--- src/rtl/pipeline_ctrl_if.sv ---
// Stall request / stall vector bundle between the pipeline stages and pipeline_ctrl.
// master: stage side (raises requests, consumes stall); slave: the controller.
interface pipeline_ctrl_if;
    logic       stallreq_from_if;
    logic       stallreq_from_id;
    logic       stallreq_from_ex;
    logic [5:0] stall;

    modport master (
        output stallreq_from_if,
        output stallreq_from_id,
        output stallreq_from_ex,
        input  stall
    );

    modport slave (
        input  stallreq_from_if,
        input  stallreq_from_id,
        input  stallreq_from_ex,
        output stall
    );
endinterface

--- src/rtl/pipeline_ctrl.sv ---
// Five-stage pipeline stall controller: combinational stall vector plus registered source/episode/watchdog tracking.
// Define CTRL_PERF_EN to build the saturating performance counters; otherwise their ports read 0.
module pipeline_ctrl #(
    parameter int unsigned WDOG_LIMIT = 255,
    parameter int unsigned PERF_W     = 32
) (
    input  logic              clk,
    input  logic              rst,
    pipeline_ctrl_if.slave    stall_bus,
    output logic [1:0]        ctrl_state,
    output logic [15:0]       episode_len,
    output logic              stall_timeout,
    output logic [PERF_W-1:0] perf_stall_cycles,
    output logic [PERF_W-1:0] perf_ex_stall_cycles
);

    typedef enum logic [1:0] {
        ST_RUN = 2'd0,
        ST_IF  = 2'd1,
        ST_ID  = 2'd2,
        ST_EX  = 2'd3
    } state_e;

    localparam logic [15:0] WDOG_16 = 16'(WDOG_LIMIT);
    localparam logic [15:0] EP_MAX  = 16'hFFFF;

    logic [5:0]  stall_s;
    logic        stall_any_s;
    state_e      src_s;
    state_e      state_q;
    logic [15:0] episode_d;
    logic [15:0] episode_q;
    logic        timeout_d;
    logic        timeout_q;

    // Priority decode: highest requesting stage wins; flat so requests reach stall in two gate levels.
    always_comb begin
        stall_s = 6'b000000;
        src_s   = ST_RUN;
        if (rst) begin
            stall_s = 6'b000000;
            src_s   = ST_RUN;
        end else if (stall_bus.stallreq_from_ex) begin
            stall_s = 6'b001111;
            src_s   = ST_EX;
        end else if (stall_bus.stallreq_from_id) begin
            stall_s = 6'b000111;
            src_s   = ST_ID;
        end else if (stall_bus.stallreq_from_if) begin
            stall_s = 6'b000011;
            src_s   = ST_IF;
        end else begin
            stall_s = 6'b000000;
            src_s   = ST_RUN;
        end
    end

    assign stall_any_s     = |stall_s;
    assign stall_bus.stall = stall_s;

    // Episode length and sticky watchdog; a source change without a free cycle keeps counting.
    always_comb begin
        episode_d = 16'd0;
        timeout_d = timeout_q;
        if (stall_any_s) begin
            if (episode_q == EP_MAX) begin
                episode_d = episode_q;
            end else begin
                episode_d = episode_q + 16'd1;
            end
        end else begin
            episode_d = 16'd0;
        end
        if (stall_any_s && (episode_d == WDOG_16)) begin
            timeout_d = 1'b1;
        end else begin
            timeout_d = timeout_q;
        end
    end

    // Stall-source FSM and episode tracking registers.
    always_ff @(posedge clk) begin
        if (rst) begin
            state_q   <= ST_RUN;
            episode_q <= 16'd0;
            timeout_q <= 1'b0;
        end else begin
            state_q   <= src_s;
            episode_q <= episode_d;
            timeout_q <= timeout_d;
        end
    end

    assign ctrl_state    = state_q;
    assign episode_len   = episode_q;
    assign stall_timeout = timeout_q;

`ifdef CTRL_PERF_EN
    localparam logic [PERF_W-1:0] PERF_MAX = {PERF_W{1'b1}};
    localparam logic [PERF_W-1:0] PERF_ONE = {{(PERF_W-1){1'b0}}, 1'b1};

    logic [PERF_W-1:0] perf_all_d;
    logic [PERF_W-1:0] perf_all_q;
    logic [PERF_W-1:0] perf_ex_d;
    logic [PERF_W-1:0] perf_ex_q;

    // Saturating increments; counters only clear on rst.
    always_comb begin
        perf_all_d = perf_all_q;
        perf_ex_d  = perf_ex_q;
        if (stall_any_s && (perf_all_q != PERF_MAX)) begin
            perf_all_d = perf_all_q + PERF_ONE;
        end else begin
            perf_all_d = perf_all_q;
        end
        if (stall_bus.stallreq_from_ex && (perf_ex_q != PERF_MAX)) begin
            perf_ex_d = perf_ex_q + PERF_ONE;
        end else begin
            perf_ex_d = perf_ex_q;
        end
    end

    // Performance counter registers.
    always_ff @(posedge clk) begin
        if (rst) begin
            perf_all_q <= {PERF_W{1'b0}};
            perf_ex_q  <= {PERF_W{1'b0}};
        end else begin
            perf_all_q <= perf_all_d;
            perf_ex_q  <= perf_ex_d;
        end
    end

    assign perf_stall_cycles    = perf_all_q;
    assign perf_ex_stall_cycles = perf_ex_q;
`else
    assign perf_stall_cycles    = {PERF_W{1'b0}};
    assign perf_ex_stall_cycles = {PERF_W{1'b0}};
`endif

endmodule

--- src/flat_wrapper.sv ---
// flat-port wrapper written by rule: the top's interface ports become plain ports
module pipeline_ctrl_flat 
#(
    parameter int unsigned WDOG_LIMIT = 255,
    parameter int unsigned PERF_W     = 32
)
  (clk, rst, ctrl_state, episode_len, stall_timeout, perf_stall_cycles, perf_ex_stall_cycles, stall_bus_stallreq_from_if, stall_bus_stallreq_from_id, stall_bus_stallreq_from_ex, stall_bus_stall);
  pipeline_ctrl_if stall_bus_i ();
  input  logic clk;
  input  logic rst;
  output logic [1:0] ctrl_state;
  output logic [15:0] episode_len;
  output logic stall_timeout;
  output logic [PERF_W-1:0] perf_stall_cycles;
  output logic [PERF_W-1:0] perf_ex_stall_cycles;
  input wire logic [$bits(stall_bus_i.stallreq_from_if)-1:0] stall_bus_stallreq_from_if;
  input wire logic [$bits(stall_bus_i.stallreq_from_id)-1:0] stall_bus_stallreq_from_id;
  input wire logic [$bits(stall_bus_i.stallreq_from_ex)-1:0] stall_bus_stallreq_from_ex;
  output wire logic [$bits(stall_bus_i.stall)-1:0] stall_bus_stall;
  assign stall_bus_i.stallreq_from_if = stall_bus_stallreq_from_if;
  assign stall_bus_i.stallreq_from_id = stall_bus_stallreq_from_id;
  assign stall_bus_i.stallreq_from_ex = stall_bus_stallreq_from_ex;
  assign stall_bus_stall = stall_bus_i.stall;
  pipeline_ctrl #(.WDOG_LIMIT(WDOG_LIMIT), .PERF_W(PERF_W)) u_core (.clk(clk), .rst(rst), .stall_bus(stall_bus_i), .ctrl_state(ctrl_state), .episode_len(episode_len), .stall_timeout(stall_timeout), .perf_stall_cycles(perf_stall_cycles), .perf_ex_stall_cycles(perf_ex_stall_cycles));
endmodule
--- config.mk ---
export PLATFORM = sky130hd
export DESIGN_NAME = pipeline_ctrl_flat
export DESIGN_NICKNAME = d
export VERILOG_FILES = /design/src/rtl/pipeline_ctrl_if.sv /design/src/rtl/pipeline_ctrl.sv /design/src/flat_wrapper.sv
export SDC_FILE = /design/constraint.sdc
export NUM_CORES = 1
export LEC_CHECK = 0
export ABC_AREA = 1
export CORE_UTILIZATION = 50
export DETAILED_ROUTE_END_ITERATION = 10
export DONT_BUFFER_PORTS = 1
export GPL_ROUTABILITY_DRIVEN = 1
export REMOVE_ABC_BUFFERS = 1
export SLEW_MARGIN = 20
export SYNTH_ARGS = -nofsm -noshare
export SYNTH_HDL_FRONTEND = slang
export SYNTH_SLANG_ARGS = --single-unit
--- constraint.sdc ---
create_clock -name clk -period 2.1 [get_ports clk]
set_input_delay 0.63 -clock clk [delete_from_list [all_inputs] [get_ports clk]]
set_output_delay 0.63 -clock clk [all_outputs]
set_load 0.05 [all_outputs]
### Yosys cells after proc, flatten, opt, wreduce, memory -nomap -nowiden

Cells that the tools add are included.
Widths: inputs -> output; s select.

| cells by class | value |
|---|---|
| $add $sub $neg | 1 |
| multiply operators | 0 |
| div/mod/pow operators | 0 |
| magnitude comparators | 0 |
| equal/unequal tests | 2 |
| shifts and indexed selects | 0 |
| muxes and demuxes | 9 |
| bitwise gates (word level) | 0 |
| reduce and logical (&&, ||, !) cells | 2 |

Operators with widths:

| kind | count |
|---|---|
| $mux 16 | 2 |
| $mux 6 | 3 |
| $add 16x1->16 const B | 1 |
| $eq 16x16->1 const B | 1 |
| $eq 16x8->1 const B | 1 |
| $mux 2 | 3 |
| $reduce_or 6->1 | 1 |
| $logic_and 1x1->1 | 1 |
| $mux 1 | 1 |

| storage, ports and cells | value |
|---|---|
| register bits after elaboration | 19 |
| latch bits | 0 |
| memory bits (writable) | 0 |
| ROM bits | 0 |
| word-level logic and storage cells | 17 |
| memories kept | 0 |

### Depth between registers and ports, before layout

Gate-level depths: netlist (run 1).

| logic depth | value |
|---|---|
| depth after elaboration | 8 |
| gate-level depth with buffers | 13 |
| depth with buffers taken out | 12 |

### Worst setup path before layout (run 1)

OpenSTA, ideal clock, no wires.

| path | value |
|---|---|
| kind | input-to-output |
| from | input stall_bus_stallreq_from_ex |
| to | output stall_bus_stall[1] |
| arrival | 1.561 ns |
| required time | 1.470 ns |
| slack | -0.091 ns |
| cell stages on the path | 4 |
| path buffers | 2 |
| cells stage by stage | o21ai_0 nand2_2 buf_2 buf_4 |

| between the ends | value |
|---|---|
| longest elaborated chain between the ends | 2 |

RTL lines:

| item | line | text |
|---|---|---|
| from (decl) | flat_wrapper.sv:18 | `input wire logic [$bits(stall_bus_i.stallreq_from_ex)-1:0] stall_bus_stallreq_from_ex;` |
| $mux 6 | pipeline_ctrl.sv:43 | `end else if (stall_bus.stallreq_from_ex) begin` |
| $mux 6 | pipeline_ctrl.sv:40 | `if (rst) begin` |
| to (decl) | flat_wrapper.sv:19 | `output wire logic [$bits(stall_bus_i.stall)-1:0] stall_bus_stall;` |

Every way passes these cells.

### Final worst setup path (run 1)

| path | value |
|---|---|
| from | input stall_bus_stallreq_from_ex |
| to | output stall_bus_stall[2] |

Same word-level chain as after synthesis.

==> flow_metrics.py, run 1 <==
metrics = {
    "placed_design": {
        "hpwlAfterDp_um": 2278,
        "port_buffers": 0,
        "gp_congestion": 0.7959,
        "place_ws_ns": 0.2055,
    },
    "timing": {
        "max_freq_ghz": 0.5343,
        "hold_violations": 0,
        "tightest_slew_ns": 0.5075,
        "setup_slack_ns": 0.2283,
        "setup_tns_ns": 0,
        "setup_viol": 0,
        "relSlewSlack_pct": 66.12,
        "layout_min_cycle_time_ns": 1.872,
        "holdWs_ns": 0.3678,
        "post-route-period-util_pct": 89.13,
        "finClkSkew_ns": 0.005642,
        "rsz0062_at_grt": "false",
        "final_max_slew_viol_count": 0,
    },
    "floorplanning": {
        "io_pins": 94,
        "dieArea_um2": 3540,
        "rows": 20,
        "die_h_um": 59.50,
        "core_um2": 3103,
        "dieWidth_um": 59.50,
        "start_util_pct": 53.27,
    },
    "worst_hold_path": {
        "hp-class": "primary input to flop",
        "min_to": "u_core.stall_timeout",
        "hold_depth": 1,
        "min_from": "rst",
    },
    "yosys": {
        "yosys-mux-area-fraction_pct": 0,
        "synth_fa_ha_area_share_pct": 0.7570,
        "yosysSeqAreaShare_pct": 23.01,
        "synth_top_family_by_area": "buffers and inverters",
        "synthCells": 259,
        "yosys_register_bits": 19,
        "synth_compound_area_share_pct": 3.936,
        "yosysUniqueCellTypes": 21,
        "syn_area_um2": 1653,
        "yosysTopAreaCellShare_pct": 30.43,
        "yosysWarnings": 0,
        "yosys.area_share.xor_xnor_pct": 1.590,
        "synthSimpleGateAreaFrac_pct": 29.07,
        "synth_top_cell_by_area": "buf_4",
        "yosys-top-cells-area": "buf_4 30%, dfxtp_1 23%, nand2_1 13%",
        "post_synth.cell_area_avg_um2": 6.382,
    },
    "grt": {
        "grt_pass1_wl_um": 4485,
        "grtUsageTotal_pct": 16.84,
        "grt_pass1_vias": 1078,
        "grt_max_degree": 13,
        "antenna_found_initial": 0,
        "grt_overflow_total": 0,
    },
    "setup_path": {
        "reg2reg_to": "u_core.stall_timeout",
        "crit_path_max_incr_delay_ns": 0.24,
        "critPathLaunchType": "primary input",
        "cp.arrival_ns": 1.24,
        "cp_max_fo": 2,
        "cp_common_cell": "buf_4",
        "crit_path_top_delay_cell": "o21ai_0",
        "r2r_slack_ns": 0.28,
        "cp-end-kind": "output pin",
        "cp_cell_sequence": "o21ai_0, buf_4, inv_1, buf_4",
        "critical_path_required_ns": 1.47,
        "reg2reg_depth": 11,
        "startpoint": "stall_bus_stallreq_from_ex",
        "reg2reg_from": "u_core.episode_len[1]",
        "critPathKind": "primary input to output pin",
    },
    "power": {
        "p_per_area_nw_per_um2": 589.4,
        "ir_worst_vdd_uv": 400.2,
        "p_leak_nw": 1.011,
    },
    "finish": {
        "layout-drive-gt1-share_pct": 11.03,
        "nets": 288,
        "final_util_pct": 52.94,
        "syn2layout_area_growth_pct": -0.6053,
        "diodes": 0,
    },
    "detailed_routing": {
        "wl_per_cell_um": 8.520,
        "via_per_inst": 4.037,
        "dr.pass1.iters": 4,
        "drt-total-wl_um": 2769,
        "num_vias": 1312,
        "postRouteAntennaNets": 0,
        "drc": 0,
        "drt_iter0_markers": 31,
    },
    "clocking": {
        "max-clock-path-buffers": 2,
        "clkTransAtPathRegs_ns": 0.11,
        "cts_post_setup_buffers_inserted": 0,
        "clock_latency_ns": 0.30,
        "htree_levels": 1,
        "cts_tree": "built",
        "cts_buffers": 3,
        "cts_resized": 0,
        "postCtsHoldBufs": 0,
        "cts_root_buffer": "clkbuf_4",
        "cts.sinks": 19,
    },
    "flow_run": {
        "drv_cap": 0,
    },
    "outcome": {
        "status": "completed",
    },
}
flip-flops by register name, summed over array words and instances, names as in the netlist:
signal                count
u_core.ctrl_state         2
u_core.episode_len       16
u_core.stall_timeout      1
kinds of logic after synthesis:
group,after synthesis
and+or+nand+nor,111
xor gates and xnor gates,3
other,1
AOI/OAI and AO/OA,11
DFF,19
adders and majority gates,1
buffers and inverters,113
worst max-delay path by stage:
| stage | slack, ns | to | cells past startpoint |
|---|---|---|---|
| after global placement | 0.23 | stall_bus_stall[2] | 4 |
| final | 0.23 | stall_bus_stall[2] | 4 |
| after floorplan | -0.02 | u_core.stall_timeout | 8 |
| after CTS | 0.20 | u_core.stall_timeout | 11 |
| after detailed placement | 0.21 | u_core.stall_timeout | 11 |
| after global routing | 0.07 | u_core.stall_timeout | 13 |
cell usage after synthesis:
| cell type | number |
|---|---|
| nand4_1 | 4 |
| nand3_4 | 1 |
| buf_6 | 1 |
| buf_2 | 1 |
| o21a_1 | 1 |
| nand2_2 | 2 |
| nand3_1 | 20 |
| xor2_1 | 3 |
| nand2_1 | 58 |
| o22ai_1 | 1 |
| nor2_4 | 1 |
| buf_4 | 67 |
| o211ai_1 | 1 |
| and2_1 | 1 |
| o21ai_0 | 7 |
| nor2_1 | 24 |
| conb_1 | 1 |
| dfxtp_1 | 19 |
| a21oi_2 | 1 |
| ha_1 | 1 |
| inv_1 | 44 |
through the flow:
stage	area, µm²	power [W]	std cells
after floorplan	1378	0.0007459	255
after global placement	1610	0.0007869	321
after detailed placement	1610	0.0007884	321
after CTS	1638	0.0009791	325
after global routing	1643	0.001019	325
final	1643	0.0009682	325
per-layer routing:
layer | GRT usage, % | part of all wire (%) | wire (µm)
met4 | 5.980 | 0.76 | 21
met2 | 28.25 | 47 | 1312
met5 | 0 | 0 | 0
met3 | 2.620 | 5.8 | 160
met1 | 21.81 | 46 | 1275
layout by cell type (no fill, tap or decap):
cell type	instances
xor2_1	3
nand2_4	1
dfxtp_1	19
buf_12	1
o21a_1	1
nand2_2	1
o211ai_1	1
buf_4	21
nand3_1	20
o21ai_0	7
nor2_4	1
nand2_1	58
nand3_4	1
nand4_1	4
clkbuf_4	3
ha_1	1
and2_1	1
clkinv_2	1
a21oi_2	1
o22ai_1	1
conb_1	66
inv_1	44
nor2_1	24
critical path, delay by kind of cell:
family / cells / cell delay (ns)
buffers and inverters: 3 / 0.38
AOI/OAI and AO/OA: 1 / 0.24
layout make-up:
type	instances	area, µm²
clock inverters	1	5.005
flip-flops and latches	19	380.4
multi-input cells	192	837.1
well taps	44	55.05
fillers	338	1460
clock buffers	3	22.52
inverters	44	165.2
repair buffers	22	177.7
power breakdown:
part | internal [W] | switching [W]
combinational | 0.0000402 | 0.000351
sequential | 0.000372 | 0.0000177
clock | 0.0000711 | 0.000116
total | 0.000483 | 0.000485
Power figures use the tool's default switching activity.
==> inputs of run 2 (changes only) <==
--- a/config.mk
+++ b/config.mk
@@ -10,6 +10,7 @@
 export DETAILED_ROUTE_END_ITERATION = 10
 export DONT_BUFFER_PORTS = 1
 export GPL_ROUTABILITY_DRIVEN = 1
+export MAX_ROUTING_LAYER = met4
 export REMOVE_ABC_BUFFERS = 1
 export SLEW_MARGIN = 20
 export SYNTH_ARGS = -nofsm -noshare
==> run 2 against run 1 <==
  * Combinational power barely moved
  * Die area did not move
  * Clock skew barely moved
  * Worst hold slack improved by 0.00057 ns
  * Fmax did not move
  * Clock-buffer cell count did not move
  * Sequential power barely moved
  * Final area did not move
  * Global-route usage rose by 0.50 points
==> flow_metrics.py, run 2 (synthesis results as in run 1) <==
metrics = {
    "outcome": {
        "status": "completed",
    },
    "setup_path": {
        "cp_common_cell": "buf_4",
        "cp_max_fo": 2,
        "critical_path_required_ns": 1.47,
        "cp.arrival_ns": 1.24,
        "critPathLaunchType": "primary input",
        "crit_path_max_incr_delay_ns": 0.24,
        "cp-end-kind": "output pin",
        "cp_cell_sequence": "o21ai_0, buf_4, inv_1, buf_4",
        "crit_path_top_delay_cell": "o21ai_0",
        "critPathKind": "primary input to output pin",
    },
    "finish": {
        "syn2layout_area_growth_pct": -0.6053,
        "largest_register_ffs": 16,
        "nets": 288,
        "final_cell_mix": "66 x conb_1, 58 x nand2_1, 44 x inv_1, 24 x nor2_1, 21 x buf_4",
        "multi_input_area_um2": 837.1,
        "final_common_cell": "conb_1",
        "ff_latch_area_um2": 380.4,
        "diodes": 0,
        "layout-drive-gt1-share_pct": 11.03,
        "fillers": 338,
    },
    "power": {
        "internal_power_w": 0.0004834,
        "p_clk_share_pct": 19.3,
        "swShare_pct": 50.06,
        "comb_power_share_pct": 40.5,
        "p_per_area_nw_per_um2": 589.2,
        "ir_worst_vdd_uv": 400.6,
        "p_sw_w": 0.0004845,
        "seqPwrFrac_pct": 40.3,
        "power_w": 0.0009679,
        "p_leak_nw": 1.011,
    },
    "timing": {
        "final_max_slew_viol_count": 0,
        "tightest_slew_ns": 0.5075,
        "finClkSkew_ns": 0.005294,
        "hold_violations": 0,
        "setup_slack_ns": 0.2283,
        "rsz0062_at_grt": "false",
        "max_freq_ghz": 0.5343,
        "post-route-period-util_pct": 89.13,
        "setup_viol": 0,
        "layout_min_cycle_time_ns": 1.872,
        "relSlewSlack_pct": 66.12,
        "setup_tns_ns": 0,
    },
    "detailed_routing": {
        "drt_iter0_markers": 26,
        "drc": 0,
        "drt-total-wl_um": 2771,
        "via_per_inst": 4.018,
        "wl_per_cell_um": 8.526,
        "postRouteAntennaNets": 0,
        "num_vias": 1306,
        "dr.pass1.iters": 4,
    },
    "floorplanning": {
        "die_h_um": 59.50,
        "start_util_pct": 53.27,
        "dieWidth_um": 59.50,
        "core_um2": 3103,
        "io_pins": 94,
        "dieArea_um2": 3540,
        "rows": 20,
    },
    "clocking": {
        "htree_levels": 1,
        "cts_resized": 0,
        "cts_post_setup_buffers_inserted": 0,
        "cts_root_buffer": "clkbuf_4",
        "max-clock-path-buffers": 2,
        "clock_latency_ns": 0.30,
        "postCtsHoldBufs": 0,
        "cts_buffers": 3,
        "cts_tree": "built",
        "clkTransAtPathRegs_ns": 0.11,
        "cts.sinks": 19,
    },
    "grt": {
        "antenna_found_initial": 0,
        "grt_pass1_vias": 1077,
        "grtUsageTotal_pct": 17.34,
        "grt_overflow_total": 0,
        "grt_max_degree": 13,
        "grt_pass1_wl_um": 4491,
    },
    "placed_design": {
        "port_buffers": 0,
        "place_ws_ns": 0.2055,
        "gp_congestion": 0.8072,
        "hpwlAfterDp_um": 2278,
    },
    "flow_run": {
        "drv_cap": 0,
    },
    "worst_hold_path": {
        "hp-class": "primary input to flop",
    },
}
## run 2: worst paths after layout
check / depth (start not counted) / slack (ns) / to / startpoint
worst min-delay path: 1 / 0.37 / u_core.stall_timeout / rst
worst min register to register: 3 / 0.63 / u_core.episode_len[8] / u_core.episode_len[8]
worst max-delay path: 4 / 0.23 / stall_bus_stall[2] / stall_bus_stallreq_from_ex
worst max register to register: 11 / 0.27 / u_core.stall_timeout / u_core.episode_len[1]
## run 2: routing by layer
metal,track usage [%],routed length (µm),vias up
met4,5.980,35,0
met3,2.620,155,5
met1,21.81,1268,555
met2,28.25,1311,56
met5,-,0,-
li1,-,-,690
## run 2: cell type report
class / count / area share, %
clock buffer: 3 / 1.371
clock inverter: 1 / 0.3046
inverter: 44 / 10.05
multi-input combinational: 192 / 50.95
sequential: 19 / 23.15
tap: 44 / 3.351
timing repair buffer: 22 / 10.81
## run 2: per-stage QoR
step           hold WS [ns]  utilization [%]  std cells  cell area [µm²]
5_1_grt              0.3440            52.94        325             1643
2_1_floorplan        0.6810                -        255             1378
3_5_place_dp         0.6012            51.90        321             1610
3_3_place_gp         0.6010            51.90        321             1610
6_report             0.3683            52.94        325             1643
4_1_cts              0.3572            52.78        325             1638
## run 2: power by group through the flow
| stage | Sequential [W] | Clock, W | Combinational, W |
|---|---|---|---|
| after floorplan | 0.000435 | 0 | 0.000311 |
| after global placement | 0.000398 | 0 | 0.000388 |
| after detailed placement | 0.000398 | 0 | 0.000390 |
| after CTS | 0.000390 | 0.000198 | 0.000391 |
| after global routing | 0.000391 | 0.000214 | 0.000413 |
| final | 0.000390 | 0.000186 | 0.000392 |
## run 2: worst max-delay path, delay by kind of cell
| family | cells | cell delay (ns) |
|---|---|---|
| buffers and inverters | 3 | 0.38 |
| AO/OA/AOI/OAI | 1 | 0.24 |
